===== config.mk =====
export PLATFORM = sky130hd
export DESIGN_NAME = fixed_vec_addsub
export DESIGN_NICKNAME = d
export VERILOG_FILES = /design/src/rtl/fixed_vec_addsub.sv
export SDC_FILE = /design/constraint.sdc
export NUM_CORES = 1
export LEC_CHECK = 0
export ABC_AREA = 1
export CORE_MARGIN = 1.5
export CORE_UTILIZATION = 30
export CTS_BUF_LIST = sky130_fd_sc_hd__clkbuf_8 sky130_fd_sc_hd__clkbuf_16
export CTS_CLUSTER_DIAMETER = 120
export DETAILED_ROUTE_END_ITERATION = 16
export SYNTH_ARGS = -nofsm -noshare
export SYNTH_HDL_FRONTEND = slang
export SYNTH_SLANG_ARGS = --single-unit
export TNS_END_PERCENT = 50

===== constraint.sdc =====
create_clock -name clk -period 5 [get_ports clk]
set_input_delay 1.5 -clock clk [delete_from_list [all_inputs] [get_ports clk]]
set_output_delay 1.5 -clock clk [all_outputs]
set_load 0.02 [all_outputs]

===== src/rtl/fixed_vec_addsub.sv =====
// Multi-lane signed fixed-point adder/subtractor behind a two-stage valid/ready pipeline,
// with optional per-transaction saturation, per-lane overflow flags and a saturating overflow counter.
module fixed_vec_addsub #(
    parameter int DATA_WIDTH = 16,
    parameter int FRAC_BITS  = 8,
    parameter int LANES      = 4,
    parameter int CNT_WIDTH  = 16
) (
    input  logic                          clk,
    input  logic                          rst,
    input  logic                          in_valid,
    output logic                          in_ready,
    input  logic                          op,
    input  logic                          sat_en,
    input  logic [LANES*DATA_WIDTH-1:0]   a,
    input  logic [LANES*DATA_WIDTH-1:0]   b,
    output logic                          out_valid,
    input  logic                          out_ready,
    output logic [LANES*DATA_WIDTH-1:0]   out_data,
    output logic [LANES-1:0]              out_ovf,
    output logic [CNT_WIDTH-1:0]          ovf_count,
    input  logic                          cnt_clr
);

    // Handshake: a transfer happens on a rising edge where valid && ready. Each stage
    // advances when it is empty or the stage after it advances; in_ready is therefore
    // combinational from out_ready, and an empty stage fills even when the output stalls.

    localparam int W  = DATA_WIDTH;
    localparam int PW = $clog2(LANES + 1);
    localparam int SW = CNT_WIDTH + PW;

    localparam logic [W-1:0] SAT_MAX = {1'b0, {(W-1){1'b1}}};
    localparam logic [W-1:0] SAT_MIN = {1'b1, {(W-1){1'b0}}};

    // The binary point position does not change the arithmetic; reject nonsense formats.
    if (FRAC_BITS < 0 || FRAC_BITS >= DATA_WIDTH) begin : g_bad_frac
        $error("FRAC_BITS must lie in [0, DATA_WIDTH)");
    end

    logic                      adv1;
    logic                      adv2;
    logic                      xfer_out;

    logic                      v1_q,   v1_d;
    logic                      sat1_q, sat1_d;
    logic [LANES-1:0][W:0]     raw_q,  raw_d;

    logic                      v2_q,   v2_d;
    logic [LANES*W-1:0]        data_q, data_d;
    logic [LANES-1:0]          ovf_q,  ovf_d;

    logic [CNT_WIDTH-1:0]      cnt_q,  cnt_d;
    logic [PW-1:0]             pop;
    logic [SW-1:0]             sum;

    logic [W:0]                a_ext;
    logic [W:0]                b_ext;
    logic [W:0]                b_opnd;
    logic                      lane_ovf;

    always_comb begin
        adv2 = !v2_q || out_ready;
        adv1 = !v1_q || adv2;
    end

    assign in_ready = adv1;
    assign xfer_out = v2_q && out_ready;

    // Stage 1: sign-extend by one bit so the raw sum never loses information.
    always_comb begin
        v1_d   = v1_q;
        sat1_d = sat1_q;
        raw_d  = raw_q;
        a_ext  = '0;
        b_ext  = '0;
        b_opnd = '0;
        if (adv1) begin
            v1_d = in_valid;
            if (in_valid) begin
                sat1_d = sat_en;
                for (int i = 0; i < LANES; i++) begin
                    a_ext    = {a[i*W+W-1], a[i*W +: W]};
                    b_ext    = {b[i*W+W-1], b[i*W +: W]};
                    b_opnd   = op ? ~b_ext : b_ext;
                    raw_d[i] = a_ext + b_opnd + {{W{1'b0}}, op};
                end
            end
        end
    end

    // Stage 2: overflow when the extra sign bit disagrees with the result sign bit.
    always_comb begin
        v2_d     = v2_q;
        data_d   = data_q;
        ovf_d    = ovf_q;
        lane_ovf = 1'b0;
        if (adv2) begin
            v2_d = v1_q;
            if (v1_q) begin
                for (int i = 0; i < LANES; i++) begin
                    lane_ovf = raw_q[i][W] ^ raw_q[i][W-1];
                    ovf_d[i] = lane_ovf;
                    if (sat1_q && lane_ovf) begin
                        data_d[i*W +: W] = raw_q[i][W] ? SAT_MIN : SAT_MAX;
                    end else begin
                        data_d[i*W +: W] = raw_q[i][W-1:0];
                    end
                end
            end
        end
    end

    // Overflow counter: clear beats increment; the increment saturates instead of wrapping.
    always_comb begin
        pop = '0;
        for (int i = 0; i < LANES; i++) begin
            pop = pop + PW'(ovf_q[i]);
        end
        sum   = {{PW{1'b0}}, cnt_q} + {{CNT_WIDTH{1'b0}}, pop};
        cnt_d = cnt_q;
        if (cnt_clr) begin
            cnt_d = '0;
        end else if (xfer_out) begin
            if (sum[SW-1:CNT_WIDTH] != '0) begin
                cnt_d = '1;
            end else begin
                cnt_d = sum[CNT_WIDTH-1:0];
            end
        end
    end

    always_ff @(posedge clk) begin
        if (rst) begin
            v1_q   <= 1'b0;
            sat1_q <= 1'b0;
            raw_q  <= '0;
            v2_q   <= 1'b0;
            data_q <= '0;
            ovf_q  <= '0;
            cnt_q  <= '0;
        end else begin
            v1_q   <= v1_d;
            sat1_q <= sat1_d;
            raw_q  <= raw_d;
            v2_q   <= v2_d;
            data_q <= data_d;
            ovf_q  <= ovf_d;
            cnt_q  <= cnt_d;
        end
    end

    assign out_valid = v2_q;
    assign out_data  = data_q;
    assign out_ovf   = ovf_q;
    assign ovf_count = cnt_q;

endmodule


* Word level (Yosys, flattened, before mapping) *
Index checks and enable logic that the tools add are counted.

storage, ports and cells
  register bits after elaboration = 155
  word-level logic and storage cells = 56
  input port bits = 135
  output and inout bits = 86

cells by class
  $add $sub $neg = 12
  bitwise gates (word level) = 8
  reductions and logical operators = 13
  muxes and demuxes = 13

operators with widths
  kind                    number
  two-way mux 16 bit      9
  adder 17 x 1 -> 17 bit  4
  adder 17 bit            4
  two-way mux 17 bit      4
  NOT 17 bit              4
  adder 16 x 3 -> 17 bit  1
  logical AND 1 bit       5
  AND reduction 2 bit     2
  XOR 1 bit               4
  adder 2 x 1 -> 3 bit    1
  adder 3 x 1 -> 3 bit    1
  nonzero test 3 bit      1
  adder 1 x 1 -> 2 bit    1
  logical NOT 1 bit       2
  logical OR 1 bit        2
  OR reduction 2 bit      1

* Logic depth before layout (Yosys ltp) *
  depth after elaboration = 6
  gate-level depth with buffers = 17
  gate-level depth less buffers = 15

* Worst setup path before layout *
OpenSTA, ideal clock, no wires.

  kind = input-to-reg
  start point = in op
  end point = reg raw_q[65] (netlist name)
  data required time = 4,883 ps
  slack = 1,782 ps
  arrival time = 3,101 ps
  buffers on the path = 2
  stages = 12
  setup time = 117 ps
  cell sequence = buf_4 buf_2 xnor2_1 fa_1 o21ai_2 nand2_1 nand2_1 nand2_1 nand3_1 nand2_1 nor2_1 nor2_1

between the ends
  longest elaborated chain between the ends = 3

ends and longest elaborated chain
  what                        line  source
  start: declaration          13    input logic op,
  two-way mux 17 bit          85    b_opnd = op ? ~b_ext : b_ext;
  adder 17 bit                86    raw_d[i] = a_ext + b_opnd + {{W{1'b0}}, op};
  adder 17 x 1 -> 17 bit (*)  86
  end signal: assignment      145   raw_q <= raw_d;
  end: declaration            47    logic [LANES-1:0][W:0] raw_q, raw_d;

Mark *: on every way between the ends. The rest lies on a longest branch, timed or not.
A chain may end at the register's enable or synchronous reset.

* Worst setup path after layout *
  start point = in out_ready
  end point = out in_ready

between the ends
  longest elaborated chain between the ends = 2

ends and longest elaborated chain
  what                line  source
  start: declaration  18    input logic out_ready,
  logical OR 1 bit    63    adv2 = !v2_q || out_ready;
  logical OR 1 bit    64    adv1 = !v1_q || adv2;
  end: declaration    12    output logic in_ready,

Every way passes these cells.

==> results by group <==
Timing
  • Final hold vios: 0
  • Fin. max-slew vios: 0
  • Final setup viols: 0
  • Crit path time final: 4.30 ns
  • Final clock skew: 0.0130 ns
  • Setup tns final: 0 ns
  • Ratio of final minimum period to clock period: 86.0%
  • Unrepaired setup endpoints after global routing: false
  • Actual slew at the worst max-slew pin: 1.15 ns
  • Fmax: 0.233 GHz
  • Slew headroom: 23.4%

Logic synthesis
  • Register area share after synthesis: 30.0%
  • Post-synthesis register bit count: 155
  • Area share of the largest cell type after synthesis: 30.0%
  • Net Count, Synth: 1759
  • Mapped Cells: 1556
  • Top post-synthesis cells by area: dfxtp_1, nand2_1, xor2_1
  • Syn. warnings: 0
  • Yosys cell types: 40
  • Synthesized area: 0.0103 mm2
  • Avg Cell Area, Syn: 6.65 um2
  • Area leader, netlist: dfxtp_1

Layout
  • Most frequent cells in the layout: nand2_1, clkdlybuf4s50_1, inv_1
  • Share of layout cells above drive strength 1: 3.80%
  • Sequential Area: 0.00310 mm2
  • Multi-input logic area: 0.00615 mm2
  • Finished layout cell area: between 0.01 and 0.015 mm2
  • Layout area overhead: 30.8%
  • Most common cell after layout, fill and taps aside: nand2_1
  • Fill cells: 3514
  • Post-Layout Cell Count: 2211
  • Final net count: 1953
  • Diodes inserted: 0

Global routing
  • Vias in the first global route: about 9400
  • Total Routing Usage GR: 17.3%
  • Pin count of the biggest net entering global routing: 72
  • Grt met2 use: 26.1%
  • Number of antenna violations at the first check in global routing: 0
  • GRT Residual Overflow: 0
  • Grt met3 use: under 10%
  • Top Usage Layer GRT: met2
  • Met1 Resource Use GR: 25.3%
  • First-pass GRT wire length: 49.1 mm

Clock tree
  • Clock root cell: clkbuf_16
  • Clock transition at path regs: 0.07 ns
  • H-Tree Depth: 4
  • Worst skew pair latency: 0.43 ns
  • CTS tree: built
  • Total CTS buffers: 17
  • CTS Sinks: around 160
  • Post_cts resized: 0
  • Post-cts hold buffer count: 0
  • Postcts setup bufs: 0
  • Worst-case clock buffer depth: 2

Setup path
  • Critical Path Source Type: input port
  • Worst path cell trace: clkdlybuf4s50_1, inv_2, nand3_2, clkdlybuf4s50_1
  • Critical path required time: 3.50 ns
  • Crit path largest cell delay: 0.61 ns
  • Arrival time at the worst endpoint: about 2.8 ns
  • Most used cell, CP: clkdlybuf4s50_1
  • Critical path class: input port to output port
  • CP Capture Type: output port
  • Crit path max fanout: 3
  • CP max-delay cell: clkdlybuf4s50_1

Pwr
  • Total Power: a little over 4 mW
  • Worst VDD drop: 0.169 mV
  • Leakage Power: approximately 6.6 nW
  • PD cells: between 200 and 300 mW/mm2

Detailed routing
  • Detailed-route wire length: around 31 mm
  • DRT iter0 DRCs: 643
  • Routed len/inst: 13.9 um
  • Vias: about 10000
  • Vias per cell: around 4.6
  • DRC: 0
  • Pre-antenna DRT Iters: 5
  • Post-DRT Antenna Nets: 0

Placement
  • HPWL Detailed: 23.8 mm
  • Cell area after placement: between 0.01 and 0.015 mm2
  • RD Place Congestion: 0.902
  • Dpl cells: 2179
  • PortBufs: 220

Floorplanning
  • Area of the die: between 0.03 and 0.04 mm2
  • Core Rows: 67
  • Die Ht: between 150 and 200 um
  • Core ar.: around 0.034 mm2
  • Die width: ~190 um
  • Ports: ~220
  • Starting Density: between 30% and 40%

Run
  • Max Cap Viol: 0

Outcome
  • Outcome: complete, no violations

Min path
  • Worst min path class: register to register
[critical path, delay by kind of cell]
kind,cells,cell delay (ns)
buffers and inverters,3,1.22
and+or+nand+nor,1,0.09
[where the power goes]
part | internal (mW) | switching, mW | leakage (nW) | total (mW)
clock network | 0.857 | 0.527 | 0.313 | 1.38
registers | 1.34 | 0.0725 | 1.28 | 1.41
logic | 0.505 | 0.747 | 5.00 | 1.25
total | 2.70 | 1.35 | 6.59 | 4.05
[layout make-up]
class	instances	share of cell area [%]
Inverter	211	5.89
Multi-Input combinational cell	1136	45.4
Sequential cell	155	22.9
Clock inverter	13	1.29
Tap cell	448	4.14
Clock buffer	19	3.35
Timing Repair Buffer	229	17.0
[cell families (layout without fill, tap and decap cells)]
logic type | count (synthesis) | count (layout) | share of synthesized area (%)
buffers and inverters | 265 | 472 | 10.6
flip-flops | 155 | 155 | 30.0
AO/OA/AOI/OAI | 313 | 313 | 16.2
XOR/XNOR | 100 | 100 | 8.47
AND/OR/NAND/NOR | 655 | 655 | 26.0
adder cells (fa/ha/maj) | 68 | 68 | 8.73
[path summary, 6_finish.rpt]
check                               start                    endpoint  slack (ns)  depth (start not counted)
hold / removal     raw_q[21]$_SDFFE_PP0P_   out_data[20]$_SDFFE_PP0P_        0.46                          2
setup reg to reg  out_ovf[0]$_SDFFE_PP0P_  ovf_count[10]$_SDFFE_PP0P_        2.48                         13
setup / recovery                out_ready                    in_ready        0.70                          4
hold reg to reg    raw_q[21]$_SDFFE_PP0P_   out_data[20]$_SDFFE_PP0P_        0.46                          2
[cells in the mapped netlist]
cell type,n
a21o_1,4
o21ai_2,2
a31oi_1,2
nor2_2,1
buf_6,8
o21a_1,1
buf_4,3
and2_1,4
nor3_1,15
nand3_2,3
nand3b_4,1
xor2_1,91
a211oi_2,1
a31oi_4,4
ha_1,61
nand2_4,1
nand3_1,69
nor2_1,162
nor2_4,1
o21ai_1,8
xnor2_1,9
inv_6,1
nand2_1,384
nor3_4,1
nor3_2,2
nand2_2,2
o21ai_0,127
nand4_1,7
buf_2,17
inv_1,205
a21oi_1,158
o21bai_1,3
dfxtp_1,155
nand3_4,1
a211oi_1,3
clkbuf_2,1
inv_2,5
fa_1,7
clkbuf_1,25
nand3b_1,1
[state kept, by name, summed over array words and instances (netlist names)]
name       count
out_data      64
out_ovf        4
out_valid      1
ovf_count     16
raw_q         68
sat1_q         1
v1_q           1
[metal layers]
| metal | part of all wire [%] | wire length [um] |
|---|---|---|
| met3 | 4.0 | 1230 |
| met5 | 0 | 0 |
| met4 | 1.1 | 347 |
| met1 | 52 | 16100 |
| met2 | 43 | 13200 |
[metrics by stage]
| step | hold slack (ns) | util [%] | worst slack [ns] |
|---|---|---|---|
| floorplan | 0.439 | - | 1.78 |
| global placement | 0.447 | 38.3 | 0.709 |
| detailed placement | 0.456 | 38.3 | 0.701 |
| CTS | 0.461 | 40.2 | 0.695 |
| global route | 0.478 | 40.2 | 0.669 |
| finish | 0.458 | 40.2 | 0.699 |
Power figures use the tool's default switching activity.
